===== src/rtl/segment_display.sv =====
// Up/down digit counter driven by two asynchronous push-buttons, shown on a
// seven-segment display. Each button is synchronized and edge-detected before it can move the count.

module segment_display_btn (
  input  logic clk,
  input  logic rst,
  input  logic button,
  output logic press
);
  logic sync1, sync2, prev;

  // sync1/sync2 resolve metastability; prev turns a level into a one-cycle press.
  always_ff @(posedge clk) begin
    if (rst) begin
      sync1 <= 1'b0;
      sync2 <= 1'b0;
      prev  <= 1'b0;
    end else begin
      sync1 <= button;
      sync2 <= sync1;
      prev  <= sync2;
    end
  end

  assign press = sync2 & ~prev;
endmodule

module segment_display #(
  parameter int MAX_DIGIT  = 9,
  parameter int ACTIVE_LOW = 0
) (
  input  logic       clk,
  input  logic       rst,
  input  logic       button_plus,
  input  logic       button_minus,
  output logic [6:0] segment
);
  localparam int          NUM_BTN = 2;
  localparam logic [3:0]  MAX     = 4'(MAX_DIGIT);

  logic [NUM_BTN-1:0] btn, press;
  logic [3:0]         count;
  logic [6:0]         pattern;

  assign btn = {button_minus, button_plus};

  for (genvar g = 0; g < NUM_BTN; g++) begin : g_btn
    segment_display_btn u_btn (
      .clk    (clk),
      .rst    (rst),
      .button (btn[g]),
      .press  (press[g])
    );
  end

  // press[0] = plus, press[1] = minus; simultaneous presses cancel.
  always_ff @(posedge clk) begin
    if (rst) begin
      count <= 4'd0;
    end else begin
      case (press)
        2'b01:   count <= (count >= MAX) ? 4'd0 : count + 4'd1;
        2'b10:   count <= (count == 4'd0) ? MAX : count - 4'd1;
        default: count <= count;
      endcase
    end
  end

  always_comb begin
    pattern = 7'h00;
    case (count)
      4'h0: pattern = 7'h3F;
      4'h1: pattern = 7'h06;
      4'h2: pattern = 7'h5B;
      4'h3: pattern = 7'h4F;
      4'h4: pattern = 7'h66;
      4'h5: pattern = 7'h6D;
      4'h6: pattern = 7'h7D;
      4'h7: pattern = 7'h07;
      4'h8: pattern = 7'h7F;
      4'h9: pattern = 7'h6F;
      4'hA: pattern = 7'h77;
      4'hB: pattern = 7'h7C;
      4'hC: pattern = 7'h39;
      4'hD: pattern = 7'h5E;
      4'hE: pattern = 7'h79;
      4'hF: pattern = 7'h71;
      default: pattern = 7'h00;
    endcase
  end

  // Unregistered so the display tracks count in the same cycle.
  assign segment = (ACTIVE_LOW != 0) ? ~pattern : pattern;
endmodule


===== config.mk =====
export PLATFORM = sky130hd
export DESIGN_NAME = segment_display
export DESIGN_NICKNAME = d
export VERILOG_FILES = /design/src/rtl/segment_display.sv
export SDC_FILE = /design/constraint.sdc
export NUM_CORES = 1
export LEC_CHECK = 0
export CAP_MARGIN = 10
export CORE_UTILIZATION = 49
export CTS_CLUSTER_DIAMETER = 60
export DETAILED_ROUTE_END_ITERATION = 8
export PLACE_DENSITY = 0.73
export SLEW_MARGIN = 25
export SYNTH_ARGS = -nofsm -noshare
export SYNTH_HDL_FRONTEND = slang
export SYNTH_SLANG_ARGS = --single-unit

===== constraint.sdc =====
create_clock -name clk -period 2.67 [get_ports clk]
set_clock_uncertainty 0.2 [all_clocks]
set_input_delay 0.4005 -clock clk [delete_from_list [all_inputs] [get_ports clk]]
set_output_delay 0.4005 -clock clk [all_outputs]
set_load 0.05 [all_outputs]

Word level (Yosys, flattened, before mapping)
Memory sizes are Yosys's and may differ from the RTL's. A register that Yosys moved wholly into a read port is not among the register bits.
Index checks and enable logic that the tools add are counted.

word-level totals
  register bits = 10
  input port bits = 4
  bits in read-only memories = 112
  output and inout bits = 7
  logic and storage cells = 24
  memories kept = 1

memories
  name              words  bits a word  read ports  clocked after memory_dff  write ports  line  RTL
  (name not given)  16     7            1           1                         0            71    case (count)

operators by class
  bitwise logic cells = 4
  add/sub/neg operators = 2
  reduce and logical (&&, ||, !) cells = 2
  magnitude comparators = 1
  eq/ne operators = 2
  mux-type cells = 5

operator list
  cell                   count
  $mux W4                4
  $pmux W4 S2            1
  $add A4 B1 Y4 const B  1
  $ge A4 B4 Y1 const B   1
  $logic_not A4 Y1       1
  $sub A4 B1 Y4 const B  1
  $and A1 B1 Y1          2
  $eq A2 B1 Y1 const B   1
  $eq A2 B2 Y1 const B   1
  $not A1 Y1             2
  $reduce_bool A2 Y1     1

Longest topological paths before layout
  depth after elaboration = 6
  gate-level depth with buffers = 12
  mapped depth without buffers = 12

Modules after synthesis
From an unflattened synthesis, not the netlist that was laid out.

second synthesis, totals
  cell total of the unflattened synthesis = 107
  area, all modules = 1009.7 sq um

by module, submodules not included
  module               area an instance (sq um)  seq. area each (sq um)  times used  cells each
  segment_display      834.6                     220.2                   1           93
  segment_display_btn  87.6                      60.1                    2           7

Least setup slack after synthesis
No wires, ideal clock.

  path kind = register to register
  start = register count[0]
  end = register segment[6] (netlist name)
  path slack = 0.058 ns
  buffers on the path = 0
  stages on the path, launching flop included = 12
  setup time = 0.060 ns
  data required time = 2.410 ns
  period minus slack after synthesis = 2.612 ns
  arrival = 2.352 ns
  path through = dfxtp_1 inv_1 ha_1 or3b_4 nand2_1 nand3b_1 o21ai_0 o21ai_0 inv_1 ha_1 nor4_1 a221o_1

on the way
  cells in the longest elaborated chain, start to end = 5
  elaborated cells between the ends (all ways) = 9
  classes of those cells = add/sub: 2; order compare: 1; mux: 5; reduce/logical: 1

ends and longest elaborated chain
  what                                         line    RTL
  start: declaration                           42      logic [3:0] count;
  start signal: assignment                     62      2'b01: count <= (count >= MAX) ? 4'd0 : count + 4'd1;
  start signal: assignment                     63      2'b10: count <= (count == 4'd0) ? MAX : count - 4'd1;
  start signal: assignment                     64      default: count <= count;
  $sub A4 B1 Y4, or another cell as far along  63
  $mux W4 (on tied branches)                   63, 62
  $pmux W4 S2                                  61      case (press)
  $mux W4 (no source line) * (2 in a row)      --

Every way passes the cells marked *; elsewhere a longest branch is shown, timed or not.
A chain may end at the register's enable or synchronous reset.

Final worst setup path
  start = register count[1]
  end = register segment[3] (netlist name)

on the way
  cells in the longest elaborated chain, start to end = 5
  elaborated cells between the ends (all ways) = 9
  classes of those cells = add/sub: 2; order compare: 1; mux: 5; reduce/logical: 1

ends and longest elaborated chain
  what                                         line
  $sub A4 B1 Y4, or another cell as far along  63
  $mux W4 (on tied branches)                   63, 62
  $pmux W4 S2                                  61
  $mux W4 (no source line) * (2 in a row)      --

Marked as above.

==> results by group <==
Run status
  • Status: complete, no violations

Global routing
  • Busiest grt layer: met2
  • GRT met3 Usage: 2.201%
  • Number of global-route vias before repair: 817
  • Initial antenna violation count: 0
  • Met1 GRT Util: 22.29%
  • All-Layer GR Usage: 18.19%
  • Met2 Use GR: 32.86%
  • Largest net degree at the start of global routing: 11
  • First-pass GRT wire length: 3443 um
  • Aggregate global routing overflow: 0

Cells and area
  • Non-filler cells in the finished layout: 157
  • Area grow syn2layout: 17.10%
  • Diodes inserted: 0
  • Final nets: 146
  • Share of cells above drive strength 1: 22.31%
  • Fillers: 176

Floorplan
  • Std cell rows: 16
  • Die H: 48.54 um
  • Initial Utilization: 53.00%
  • Core ar.: 2002 um2
  • Die width: 48.54 um
  • I/O pin total: 11
  • Die Area: 2356 um2

Clock network
  • Worst-path clk slew: 0.10 ns
  • Root Buffer: clkbuf_4
  • H-tree depth: 1
  • CTS tree: built
  • Max Root-Sink Buffers: 2
  • Cts bufs inserted: 3
  • Clk_lat worst skew: 0.28 ns
  • Clk sinks: 17

Job
  • # Max-Cap Violations: 0

Synth
  • Main area contributors after synthesis: dfxtp_1, ha_1, nor2b_1, inv_1, buf_6
  • Count leader, synth: dfxtp_1
  • Syn. warnings: 0
  • Post-Syn Instances: 113
  • Most frequent cells after synthesis: dfxtp_1, ha_1, inv_1
  • Post-synth cell types: 43
  • Mapped Area: 1061 um2
  • Syn Area/Cell: 9.390 um2
  • Sequential fraction of the synthesis area: 32.08%
  • Synth top area share: 32.08%
  • Main synth FF type: dfxtp_1
  • Number of register bits inferred by synthesis: 17
  • Number of enable flip-flop cells after synthesis: 0
  • Async SR Flop Fraction: 0%
  • Mapped Nets: 128
  • Cell taking the most area after synthesis: dfxtp_1

Pwr
  • Leak: 0.5355 nW
  • Overall power: 0.5843 mW
  • Power Dens Cells: 470.2 nW/um2
  • Maximum vdd drop: 414.0 uV

Route
  • Antenna viol nets, final: 0
  • DRC viols: 0
  • Iter 0 DRT Violations: 14
  • Vias per cell: 5.197
  • Drt first pass iters: 3
  • Total Wirelength: 1958 um
  • Routed wire per std cell: 12.47 um
  • Via count: 816

Worst setup path
  • R2R cell count: 10
  • Flop2flop setup slack: 0.18 ns
  • Total number of cells along the worst setup path: 10
  • Crit Path Max Fanout: 5
  • CP Class: reg2reg
  • CP startpoint kind: register
  • CP cell instances: inv_1 -> ha_2 -> or3b_4 -> a21oi_4 -> a22oi_1 -> nor2_2 -> inv_1 -> ha_1 -> o21ai_1 -> mux2i_1
  • Crit-path max cell delay: 0.41 ns
  • CP required: 2.65 ns
  • Critical Path AT: 2.48 ns
  • Crit path capture: segment[3]$_DFF_P_
  • CP max stage cell: or3b_4
  • Most frequent CP cell: inv_1
  • Reg2reg end: segment[3]$_DFF_P_
  • Setup crit end kind: register
  • CP Launch Point: count[1]$_SDFFE_PP0N_
  • RR Startpoint: count[1]$_SDFFE_PP0N_
  • Worst Path Buf+Inv: 2
  • Top cell family by delay on the critical path: simple AND/OR/NAND/NOR gates

Placement
  • IO buf count: 10
  • RD Place Congestion: 0.8957
  • Dpl hpwl: 1531 um
  • Placed Cells: 150

Hold path
  • Hold crit path type: reg2reg

Timing
  • Max frequency: 0.4010 GHz
  • Least-Margin Pin Slew: 0.5131 ns
  • Max Slew Vio Count: 0
  • Final hold viol count: 0
  • Slew margin rel.: 65.69%
  • Final worst path period share: 93.40%
  • Setup Viol. Count Final: 0
  • Post-layout min period: 2.494 ns
==> how the worst min path moves through the flow <==
stage                                               start                         endpoint  slack, ns  cells past startpoint
after floorplan           g_btn[0].u_btn.sync1$_SDFF_PP0_  g_btn[0].u_btn.sync2$_SDFF_PP0_       0.21                      1
after global placement    g_btn[0].u_btn.sync1$_SDFF_PP0_  g_btn[0].u_btn.sync2$_SDFF_PP0_       0.22                      1
after detailed placement  g_btn[0].u_btn.sync1$_SDFF_PP0_  g_btn[0].u_btn.sync2$_SDFF_PP0_       0.23                      1
after CTS                 g_btn[0].u_btn.sync1$_SDFF_PP0_  g_btn[0].u_btn.sync2$_SDFF_PP0_       0.25                      1
after global routing      g_btn[0].u_btn.sync1$_SDFF_PP0_  g_btn[0].u_btn.sync2$_SDFF_PP0_       0.26                      1
final                     g_btn[0].u_btn.sync1$_SDFF_PP0_  g_btn[0].u_btn.sync2$_SDFF_PP0_       0.24                      1
==> final cells by class <==
type | instances | area [um2] | share of cell area (%)
Clock buffer | 3 | 22.52 | 1.813
Tap cell | 27 | 33.78 | 2.719
Inverter | 11 | 43.79 | 3.525
Timing Repair Buffer | 18 | 160.2 | 12.89
Multi-Input combinational cell | 80 | 636.9 | 51.26
Clock inverter | 1 | 5.005 | 0.4028
Sequential cell | 17 | 340.3 | 27.39
==> state kept, by name, summed over array words and instances, names as in the netlist <==
register,count
g_btn.u_btn.prev,2
count,4
g_btn.u_btn.sync2,2
g_btn.u_btn.sync1,2
segment,7
==> cell families (layout without fill, tap and decap cells) <==
logic type,after synthesis,count (layout),synth area share (%)
AOI/OAI and AO/OA,28,28,20.17
xor gates and xnor gates,1,1,0.8256
adders and majority gates,11,11,12.97
buffers and inverters,16,33,8.372
DFF,17,17,32.08
muxes,3,3,2.830
and+or+nand+nor,37,37,22.76
==> power breakdown <==
group / total [mW] / switching (mW) / internal [mW] / leakage (nW)
clock network: 0.134 / 0.0780 / 0.0556 / 0.0177
logic: 0.174 / 0.101 / 0.0726 / 0.378
registers: 0.277 / 0.00726 / 0.270 / 0.140
==> layout by cell type (no fill, tap or decap), drive strengths merged <==
cell type	n
a211oi	1
mux2i	3
a31oi	2
nor3b	3
o32ai	1
nand3b	1
nand3	2
o31a	1
or3b	1
nand2b	4
clkbuf	3
nor2	4
inv	9
o211ai	1
xnor2	1
a32oi	1
buf	8
a221o	1
a21oi	5
o22ai	1
nand2	9
a32o	1
a22oi	1
a21boi	1
o21ai	9
clkdlybuf4s50	10
ha	11
clkinv	3
nor4	1
a311oi	2
nor2b	8
dfxtp	17
or2b	1
and3	2
nor3	1
==> worst reg2reg max path: stages, from the launching register on <==
cell and delay, ns:
dfxtp_1 0.35, inv_1 0.10, ha_2 0.21, or3b_4 0.41, a21oi_4 0.18, a22oi_1 0.14, nor2_2 0.21, inv_1 0.09
ha_1 0.29, o21ai_1 0.13, mux2i_1 0.08
==> what timing repair did <==
| action | 4_1_cts | 5_1_grt |
|---|---|---|
| buffers inserted | 0 | 3 |
| resized for setup | 0 | 3 |
| setup endpoints to repair | 0 | 6 |
| hold buffers | 0 | 0 |
==> per-layer routing <==
| metal | routed length [um] | vias up |
|---|---|---|
| met1 | 918 | 382 |
| met2 | 991 | 6 |
| met3 | 35 | 2 |
| met4 | 13 | 0 |
| li1 | - | 426 |
| met5 | 0 | - |
==> through the flow <==
step           setup slack, ns  util, %  setup TNS, ns  hold slack (ns)  cell area (um2)
5_1_grt              -0.009884    62.06       -0.01434           0.2566             1242
3_5_place_dp           0.07329    59.31              0           0.2256             1187
3_3_place_gp            0.1463    59.31              0           0.2153             1187
6_report                0.1762    62.06              0           0.2445             1242
4_1_cts                0.05563    60.69              0           0.2492             1215
2_1_floorplan          0.05804        -              0           0.2138             1061
Power figures use the tool's default switching activity.
